$ cat src/rtl/alu_compare_sequencer.sv
// -----------------------------------------------------------------------------
// alu_compare_sequencer
//
// Drives one operand/opcode stream into two WIDTH-bit ALUs in lockstep. One is
// the reference ALU and the other is the device under test. After each vector
// has settled, the block compares the two results and zero flags. It logs the
// mismatch count and the first failing vector. Vectors come either from an
// exhaustive sweep of {op, a, b} or from a 32-bit Galois LFSR.
//
// Ports
//   clk, rst_n         clock, asynchronous active-low reset
//   start              begin a run (sampled only while idle)
//   abort              terminate a run (sampled in APPLY/SETTLE/CHECK)
//   mode_exh           1 = exhaustive sweep, 0 = LFSR random (latched at start)
//   stop_on_mismatch   end the run at the first mismatch (latched at start)
//   num_vectors        random-mode vector count (latched at start)
//   vec_a/vec_b/vec_op vector driven to both ALUs
//   y_ref/zero_ref     reference ALU outputs
//   y_dut/zero_dut     DUT ALU outputs
//   busy               high in APPLY, SETTLE, CHECK and DONE
//   done               one-cycle pulse in DONE
//   vec_index          index of the vector currently applied
//   mismatch_flag      sticky mismatch indicator for this run
//   mismatch_count     saturating mismatch counter for this run
//   first_fail_*       vector of the first mismatch
// -----------------------------------------------------------------------------
module alu_compare_sequencer #(
    parameter int          WIDTH         = 8,
    parameter int          SETTLE_CYCLES = 1,
    parameter logic [31:0] LFSR_SEED     = 32'hACE1_2F3D
) (
    input  logic                 clk,
    input  logic                 rst_n,
    input  logic                 start,
    input  logic                 abort,
    input  logic                 mode_exh,
    input  logic                 stop_on_mismatch,
    input  logic [15:0]          num_vectors,
    output logic [WIDTH-1:0]     vec_a,
    output logic [WIDTH-1:0]     vec_b,
    output logic [1:0]           vec_op,
    input  logic [WIDTH-1:0]     y_ref,
    input  logic                 zero_ref,
    input  logic [WIDTH-1:0]     y_dut,
    input  logic                 zero_dut,
    output logic                 busy,
    output logic                 done,
    output logic [2*WIDTH+1:0]   vec_index,
    output logic                 mismatch_flag,
    output logic [15:0]          mismatch_count,
    output logic [WIDTH-1:0]     first_fail_a,
    output logic [WIDTH-1:0]     first_fail_b,
    output logic [1:0]           first_fail_op
);

    localparam int IW = 2 * WIDTH + 2;
    localparam int SW = (SETTLE_CYCLES > 1) ? $clog2(SETTLE_CYCLES) : 1;
    localparam logic [SW-1:0] SETTLE_LAST = SW'(SETTLE_CYCLES - 1);
    // Galois mask for x^32 + x^22 + x^2 + x + 1 in right-shift form.
    localparam logic [31:0] LFSR_TAPS = 32'h8020_0003;

    typedef enum logic [2:0] {
        ST_IDLE   = 3'd0,
        ST_APPLY  = 3'd1,
        ST_SETTLE = 3'd2,
        ST_CHECK  = 3'd3,
        ST_DONE   = 3'd4
    } state_t;

    // One Galois step: shift right and fold the tap mask back in when bit 0 was set.
    function automatic logic [31:0] lfsr_step(input logic [31:0] s);
        return {1'b0, s[31:1]} ^ (s[0] ? LFSR_TAPS : 32'h0000_0000);
    endfunction

    // Map an LFSR state onto the packed {op, a, b} vector layout.
    function automatic logic [IW-1:0] lfsr_vector(input logic [31:0] s);
        return {s[31:30], s[WIDTH-1:0], s[2*WIDTH-1:WIDTH]};
    endfunction

    // Vectors and first-fail captures are kept packed as {op, a, b}. In
    // exhaustive mode this layout is exactly the vector index.
    state_t          state_r,      state_s;
    logic [SW-1:0]   settle_cnt_r, settle_cnt_s;
    logic [31:0]     lfsr_r,       lfsr_s;
    logic            mode_exh_r,   mode_exh_s;
    logic            stop_r,       stop_s;
    logic [15:0]     num_vec_r,    num_vec_s;
    logic [IW-1:0]   vec_index_r,  vec_index_s;
    logic [IW-1:0]   vec_r,        vec_s;
    logic            flag_r,       flag_s;
    logic [15:0]     count_r,      count_s;
    logic [IW-1:0]   ff_r,         ff_s;
    logic            busy_r,       busy_s;
    logic            done_r,       done_s;

    logic            mismatch_s;
    logic            last_s;
    logic [31:0]     lfsr_adv_s;
    logic [IW-1:0]   idx_inc_s;
    logic [31:0]     idx_ext_s;
    logic [31:0]     num_m1_s;

    assign mismatch_s = (y_ref != y_dut) || (zero_ref != zero_dut);
    assign lfsr_adv_s = lfsr_step(lfsr_r);
    assign idx_inc_s  = vec_index_r + IW'(1);
    assign idx_ext_s  = 32'(vec_index_r);
    assign num_m1_s   = {16'h0000, num_vec_r} - 32'd1;
    // Random runs with num_vectors = 0 never reach CHECK, so num_m1_s cannot wrap here.
    assign last_s     = mode_exh_r ? (&vec_index_r) : (idx_ext_s == num_m1_s);

    // Next-state and datapath update for the run sequencer.
    always_comb begin
        state_s      = state_r;
        settle_cnt_s = settle_cnt_r;
        lfsr_s       = lfsr_r;
        mode_exh_s   = mode_exh_r;
        stop_s       = stop_r;
        num_vec_s    = num_vec_r;
        vec_index_s  = vec_index_r;
        vec_s        = vec_r;
        flag_s       = flag_r;
        count_s      = count_r;
        ff_s         = ff_r;

        case (state_r)
            ST_IDLE: begin
                if (start) begin
                    mode_exh_s  = mode_exh;
                    stop_s      = stop_on_mismatch;
                    num_vec_s   = num_vectors;
                    flag_s      = 1'b0;
                    count_s     = 16'h0000;
                    ff_s        = {IW{1'b0}};
                    vec_index_s = {IW{1'b0}};
                    lfsr_s      = LFSR_SEED;
                    if (!mode_exh && (num_vectors == 16'h0000)) begin
                        state_s = ST_DONE;
                    end else begin
                        state_s = ST_APPLY;
                        vec_s   = mode_exh ? {IW{1'b0}} : lfsr_vector(LFSR_SEED);
                    end
                end else begin
                    state_s = ST_IDLE;
                end
            end
            ST_APPLY: begin
                if (abort) begin
                    state_s = ST_IDLE;
                end else begin
                    state_s      = ST_SETTLE;
                    settle_cnt_s = {SW{1'b0}};
                end
            end
            ST_SETTLE: begin
                if (abort) begin
                    state_s = ST_IDLE;
                end else if (settle_cnt_r == SETTLE_LAST) begin
                    state_s = ST_CHECK;
                end else begin
                    settle_cnt_s = settle_cnt_r + SW'(1);
                end
            end
            ST_CHECK: begin
                // Abort discards this cycle's comparison entirely.
                if (abort) begin
                    state_s = ST_IDLE;
                end else begin
                    if (mismatch_s) begin
                        flag_s  = 1'b1;
                        count_s = (count_r == 16'hFFFF) ? 16'hFFFF : (count_r + 16'h0001);
                        if (!flag_r) begin
                            ff_s = vec_r;
                        end else begin
                            ff_s = ff_r;
                        end
                    end else begin
                        flag_s = flag_r;
                    end
                    if (last_s || (stop_r && mismatch_s)) begin
                        state_s = ST_DONE;
                    end else begin
                        state_s     = ST_APPLY;
                        vec_index_s = idx_inc_s;
                        lfsr_s      = lfsr_adv_s;
                        vec_s       = mode_exh_r ? idx_inc_s : lfsr_vector(lfsr_adv_s);
                    end
                end
            end
            ST_DONE: begin
                state_s = ST_IDLE;
            end
            default: begin
                state_s = ST_IDLE;
            end
        endcase

        // Status outputs are registered from the next state so they align with it.
        busy_s = (state_s != ST_IDLE);
        done_s = (state_s == ST_DONE);
    end

    // State and datapath registers; reset clears all outputs and reloads the seed.
    always_ff @(posedge clk or negedge rst_n) begin
        if (!rst_n) begin
            state_r      <= ST_IDLE;
            settle_cnt_r <= {SW{1'b0}};
            lfsr_r       <= LFSR_SEED;
            mode_exh_r   <= 1'b0;
            stop_r       <= 1'b0;
            num_vec_r    <= 16'h0000;
            vec_index_r  <= {IW{1'b0}};
            vec_r        <= {IW{1'b0}};
            flag_r       <= 1'b0;
            count_r      <= 16'h0000;
            ff_r         <= {IW{1'b0}};
            busy_r       <= 1'b0;
            done_r       <= 1'b0;
        end else begin
            state_r      <= state_s;
            settle_cnt_r <= settle_cnt_s;
            lfsr_r       <= lfsr_s;
            mode_exh_r   <= mode_exh_s;
            stop_r       <= stop_s;
            num_vec_r    <= num_vec_s;
            vec_index_r  <= vec_index_s;
            vec_r        <= vec_s;
            flag_r       <= flag_s;
            count_r      <= count_s;
            ff_r         <= ff_s;
            busy_r       <= busy_s;
            done_r       <= done_s;
        end
    end

    assign vec_op         = vec_r[IW-1:IW-2];
    assign vec_a          = vec_r[2*WIDTH-1:WIDTH];
    assign vec_b          = vec_r[WIDTH-1:0];
    assign busy           = busy_r;
    assign done           = done_r;
    assign vec_index      = vec_index_r;
    assign mismatch_flag  = flag_r;
    assign mismatch_count = count_r;
    assign first_fail_op  = ff_r[IW-1:IW-2];
    assign first_fail_a   = ff_r[2*WIDTH-1:WIDTH];
    assign first_fail_b   = ff_r[WIDTH-1:0];

endmodule

$ cat config.mk
export PLATFORM = sky130hd
export DESIGN_NAME = alu_compare_sequencer
export DESIGN_NICKNAME = d
export VERILOG_FILES = /design/src/rtl/alu_compare_sequencer.sv
export SDC_FILE = /design/constraint.sdc
export NUM_CORES = 1
export LEC_CHECK = 0
export CORE_ASPECT_RATIO = 0.9
export CORE_MARGIN = 1
export CORE_UTILIZATION = 48
export DETAILED_ROUTE_END_ITERATION = 10
export PLACE_DENSITY = 0.75
export SKIP_LAST_GASP = 1
export SLEW_MARGIN = 5
export SYNTH_ARGS = -nofsm -noshare
export SYNTH_HDL_FRONTEND = slang
export SYNTH_SLANG_ARGS = --single-unit
$ cat constraint.sdc
create_clock -name clk -period 2.75 [get_ports clk]
set_input_delay 0.55 -clock clk [delete_from_list [all_inputs] [get_ports clk]]
set_output_delay 0.55 -clock clk [all_outputs]
set_load 0.005 [all_outputs]
; After elaboration in Yosys (flattened, before gate mapping)
; Cells that the tools add are included.
[totals]
rom_bits = 0
output_inout_bits = 73
n_memories = 0
latch_bits = 0
register_bits = 127
ram_bits = 0
[op_classes]
addsub = 4
n_shift = 0
magnitude_cmp = 0
n_reduce_logical = 17
n_eq_ne = 16
div_mod_pow = 0
multipliers = 0
bitwise_logic = 1
mux = 42
[ops]
columns = op, count
row1 = $mux 18, 12
row2 = $mux 32, 4
row3 = $pmux 18 s2, 3
row4 = $mux 16, 4
row5 = $pmux 32 s2, 1
row6 = $eq 18x32->1, 1
row7 = $pmux 16 s2, 1
row8 = $xor 31x32->32, 1
row9 = $add 18x1->18 const B, 1
row10 = $mux 3, 6
row11 = $reduce_and 18->1, 1
row12 = $sub 16x1->17 const B, 1
row13 = $add 16x1->16 const B, 1
row14 = $eq 16x16->1 const B, 1
row15 = $logic_not 16->1, 1
row16 = $ne 2x2->1 const B, 8
row17 = $pmux 3 s4, 1
row18 = $reduce_and 5->1, 2
row19 = $ne 8x8->1, 1
row20 = $reduce_and 4->1, 2
row21 = $mux 1, 7
row22 = $eq 3x2->1 const B, 2
row23 = $pmux 1 s2, 2
row24 = $reduce_bool 2->1, 2
row25 = other kinds (12), 14

; Logic depth before layout (Yosys ltp)
[logic_depth]
ltp_word = 8
depth_mapped = 14
mapped_depth_nobuf = 10

; Worst setup path before layout
; Ideal clock, no wire load.
[synth_timing]
kind = reg-to-reg
start = reg num_vec_r[0]
end = reg vec_r[3]
arrival_time_ps = 2716
stages_incl_launch_ff = 15
slack_ps = -91
path_cell_list = dfrtp_1 buf_2 inv_1 ha_1 buf_2 nor3b_1 nand3_1 xnor2_1 nor4_1 and4_1 buf_4 a21bo_4 a21oi_2 buf_6 mux2_4
[synth_between]
elab_chain_len = 6
[synth_rtl]
columns = item, line_no
row1 = "start, declared", 87  ; logic [15:0] num_vec_r, num_vec_s;
row2 = "start signal, assigned", 224  ; num_vec_r <= num_vec_s;
row3 = $sub 16x1->17, 107  ; assign num_m1_s = {16'h0000, num_vec_r} - 32'd1;
row4 = $eq 18x32->1, 109  ; assign last_s = mode_exh_r ? (&vec_index_r) : (idx_ext_s == num_m1_s);
row5 = $mux 1, 109
row6 = $logic_or 1x1->1, 179  ; if (last_s || (stop_r && mismatch_s)) begin
row7 = $ne 2x2->1 (no source line), --
row8 = $reduce_and 5->1 (no source line), --
row9 = "end signal, assigned", 212  ; vec_r <= {IW{1'b0}};
row10 = "end signal, assigned", 226  ; vec_r <= vec_s;
row11 = "end, declared", 89  ; logic [IW-1:0] vec_r, vec_s;
; Every way passes these cells.
; A chain may end at the register's enable or synchronous reset.

; Worst setup path after layout
[layout_timing]
start = reg num_vec_r[0]
end = reg lfsr_r[28]
[layout_between]
elab_chain_len = 6
[layout_rtl]
columns = item, line_no
row1 = $sub 16x1->17, 107
row2 = $eq 18x32->1, 109
row3 = $mux 1, 109
row4 = $logic_or 1x1->1, 179
row5 = $ne 2x2->1 (no source line), --
row6 = $reduce_and 4->1 (no source line), --
row7 = "end signal, assigned", 221  ; lfsr_r <= lfsr_s;
row8 = "end, declared", 84  ; logic [31:0] lfsr_r, lfsr_s;
; Every way passes these cells.

==> flow_summary.ini <==
[placement]
dp_hpwl_mm = 12.7
portBuffers = 112
placed_area_sq_mm = 0.00818
gp_congestion = 0.909

[power]
p_comb_frac = 0.424
fin_total_pwr_mw = 8.29
sequentialPowerShare = 0.313
power.density_mw_per_mm2 = 908
p_sw_mw = 2.91
p_clk_frac = 0.263
swShare = 0.351
p_int_mw = 5.38
p_leak_nw = 3.92
worst_ir_drop_vdd_mv = 0.533

[critical_path]
crit_fanout = 13
cp.required_ns = 3.10
start_kind = flip-flop
cp-end-kind = flip-flop
reg2regPathDepth = 12
critical_path_arrival_ns = 3.11
criticalPathCategory = reg2reg

[final_layout]
layout_common_cells = 111 x clkdlybuf4s50_1, 107 x dfrtp_1, 75 x nand2_1
multi_input_area_sq_mm = 0.00319
antennaDiodeCount = 0
synthToLayoutAreaGrowth_pct = 41.6
fin_area_sq_mm = 0.00914
fillCellCount = 890
layout_commonest_cell = clkdlybuf4s50_1
seq_area_sq_mm = 0.00318
nets = 863
drive_gt1_frac = 0.220

[die]
core_area_sq_mm = 0.0129
die_x_um = 124
dieArea_sq_mm = 0.0139
ios = 113
rows = 39
die_h_um = 112
start_util = 0.501

[synth]
synth_top_area_cell = dfrtp_1
synth_ff_type = dfrtp_1
synth_nets = 686
async_reset_ff_frac = 1.00
yosys_warnings = 0
synth_area_sq_mm = 0.00645
syn_inst = 643
synth_cell_types = 67
ys_seq_elements = 126
seq_area_frac_synth = 0.492
synth.area.top_cells = dfrtp_1 42%, dfstp_2 7.3%, a22o_1 5.4%
synth-edff-count = 0
syn-mean-instance-area_sq_um = 10.0
synth_top_area_share = 0.419

[timing]
fin_crit_ns = 2.76
skew_ns = 0.00815
drv_slew = 0
fin_ws_ns = -0.0112
min_period_over_period = 1.00
hold_viol = 0
fin_tns_setup_ns = -0.0245
setup_viol = 4
relSlewSlack = 0.592
rsz0062_at_grt = yes
max_freq_ghz = 0.362
worst_pin_slew_ns = 0.612

[cts]
cts-root-buf = clkbuf_16
cts_made_buffers = 17
cts.sinks = 126
cts_max_path_buffers = 2
clkLatencyLatePin_ns = 0.42
htreeDepth = 4
path_clk_slew_ns = 0.05
hold_buffers = 0
cts_tree = yes

[flow_run]
maxCapViolations = 0

[global_routing]
grt_usage = 0.268
grt_max_degree = 46
gr-total-overflow = 0
antenna_found_initial = 0
grt_pass1_wl_mm = 29.3
grt_pass1_vias = 5792

[outcome]
violations = setup timing
outcome = complete, but fails checks

[detailed_routing]
antenna_left = 0
drt_first_pass_iters = 5
routed_wl_mm = 18.8
vias = 5991
routedWlPerCell_um = 18.8
first_iter_violations = 467
viasPerCell = 6.01
drc_errors = 0

[min_path]
min_path_type = in2async
-- final cells by class --
type / instances / share of cell area
timing repair buffer: 204 / 0.215
inverter: 7 / 0.00288
clock buffer: 26 / 0.0535
sequential: 126 / 0.348
tap: 164 / 0.0225
multi-input combinational: 464 / 0.349
clock inverter: 6 / 0.00918
-- critical path, cell delays in order, from the launching register on --
cell       delay, ns
dfrtp_1         0.43
buf_4           0.19
nor3_1          0.30
xnor2_1         0.19
nand4_1         0.14
a2111oi_2       0.35
and4_4          0.30
buf_6           0.13
a21boi_4        0.07
buf_12          0.13
nor2_4          0.14
buf_12          0.16
a22o_1          0.15
-- layer usage --
| metal | share of wire | GRT usage |
|---|---|---|
| met1 | 0.42 | 0.349 |
| met2 | 0.49 | 0.434 |
| met3 | 0.080 | 0.0754 |
| met4 | 0.016 | 0.0843 |
| met5 | 0 | 0 |
-- synth_stat cells (all sizes together), types with 7 or more instances --
| master | count |
|---|---|
| dfrtp | 108 |
| a22o | 40 |
| xnor2 | 16 |
| nor3 | 11 |
| nor4 | 10 |
| buf | 18 |
| nor2 | 42 |
| a211oi | 13 |
| o211ai | 12 |
| nand2 | 78 |
| o22a | 29 |
| nand3 | 22 |
| xor2 | 31 |
| inv | 7 |
| and3 | 11 |
| dfstp | 18 |
| o31ai | 18 |
| o21ai | 19 |
| a21oi | 36 |
| a31oi | 9 |
| clkbuf | 28 |
-- flip-flops by register name, indices dropped and copies added, names as in the netlist --
name / count
busy: 1
ff_r: 18
mode_exh_r: 1
state_r: 3
num_vec_r: 16
vec_r: 18
mismatch_flag: 1
done: 1
mismatch_count: 16
lfsr_r: 32
stop_r: 1
vec_index: 18
-- repair_timing --
action,4_1_cts,5_1_grt
pin swaps,10,20
cloned,0,2
gates resized for setup,14,32
endpoints found under the setup margin,66,69
buffers inserted,11,7
-- path summary, 6_finish.rpt --
| path | end | startpoint | slack [ns] |
|---|---|---|---|
| max | lfsr_r[28] | num_vec_r[0] | -0.01 |
| min | vec_index[2] | rst_n | 0.14 |
| max reg2reg | lfsr_r[28] | num_vec_r[0] | -0.01 |
| min reg2reg | lfsr_r[17] | lfsr_r[18] | 0.49 |
| max in group asynchronous | lfsr_r[26] | rst_n | 1.84 |
| min in group clk | lfsr_r[17] | lfsr_r[18] | 0.49 |
-- metrics by stage --
step           hold WS [ns]  setup WS (ns)  std cells  utilization
6_report              0.144        -0.0112        997        0.709
5_1_grt               0.179         -0.135        997        0.709
4_1_cts               0.162        0.00461        989        0.692
3_5_place_dp          0.476         -0.425        946        0.635
3_3_place_gp          0.474         -0.379        946        0.635
2_1_floorplan         0.254         0.0290        643            -
-- logic make-up after synthesis --
| logic type | after synthesis | synth area share |
|---|---|---|
| AOI/OAI and AO/OA | 198 | 0.230 |
| xor gates and xnor gates | 47 | 0.0638 |
| adders and majority gates | 3 | 0.00582 |
| buffers and inverters | 53 | 0.0365 |
| DFF | 126 | 0.492 |
| muxes | 3 | 0.00562 |
| and+or+nand+nor | 213 | 0.166 |
-- power groups by stage --
stage | sequential, mW | combinational [mW] | clock [mW]
floorplan | 2.53 | 1.74 | 0
global placement | 2.60 | 2.83 | 0
detailed placement | 2.61 | 2.93 | 0
CTS | 2.58 | 3.18 | 2.21
global route | 2.64 | 3.77 | 2.28
finish | 2.60 | 3.51 | 2.18
No activity file was read; power rests on OpenSTA's default activity.
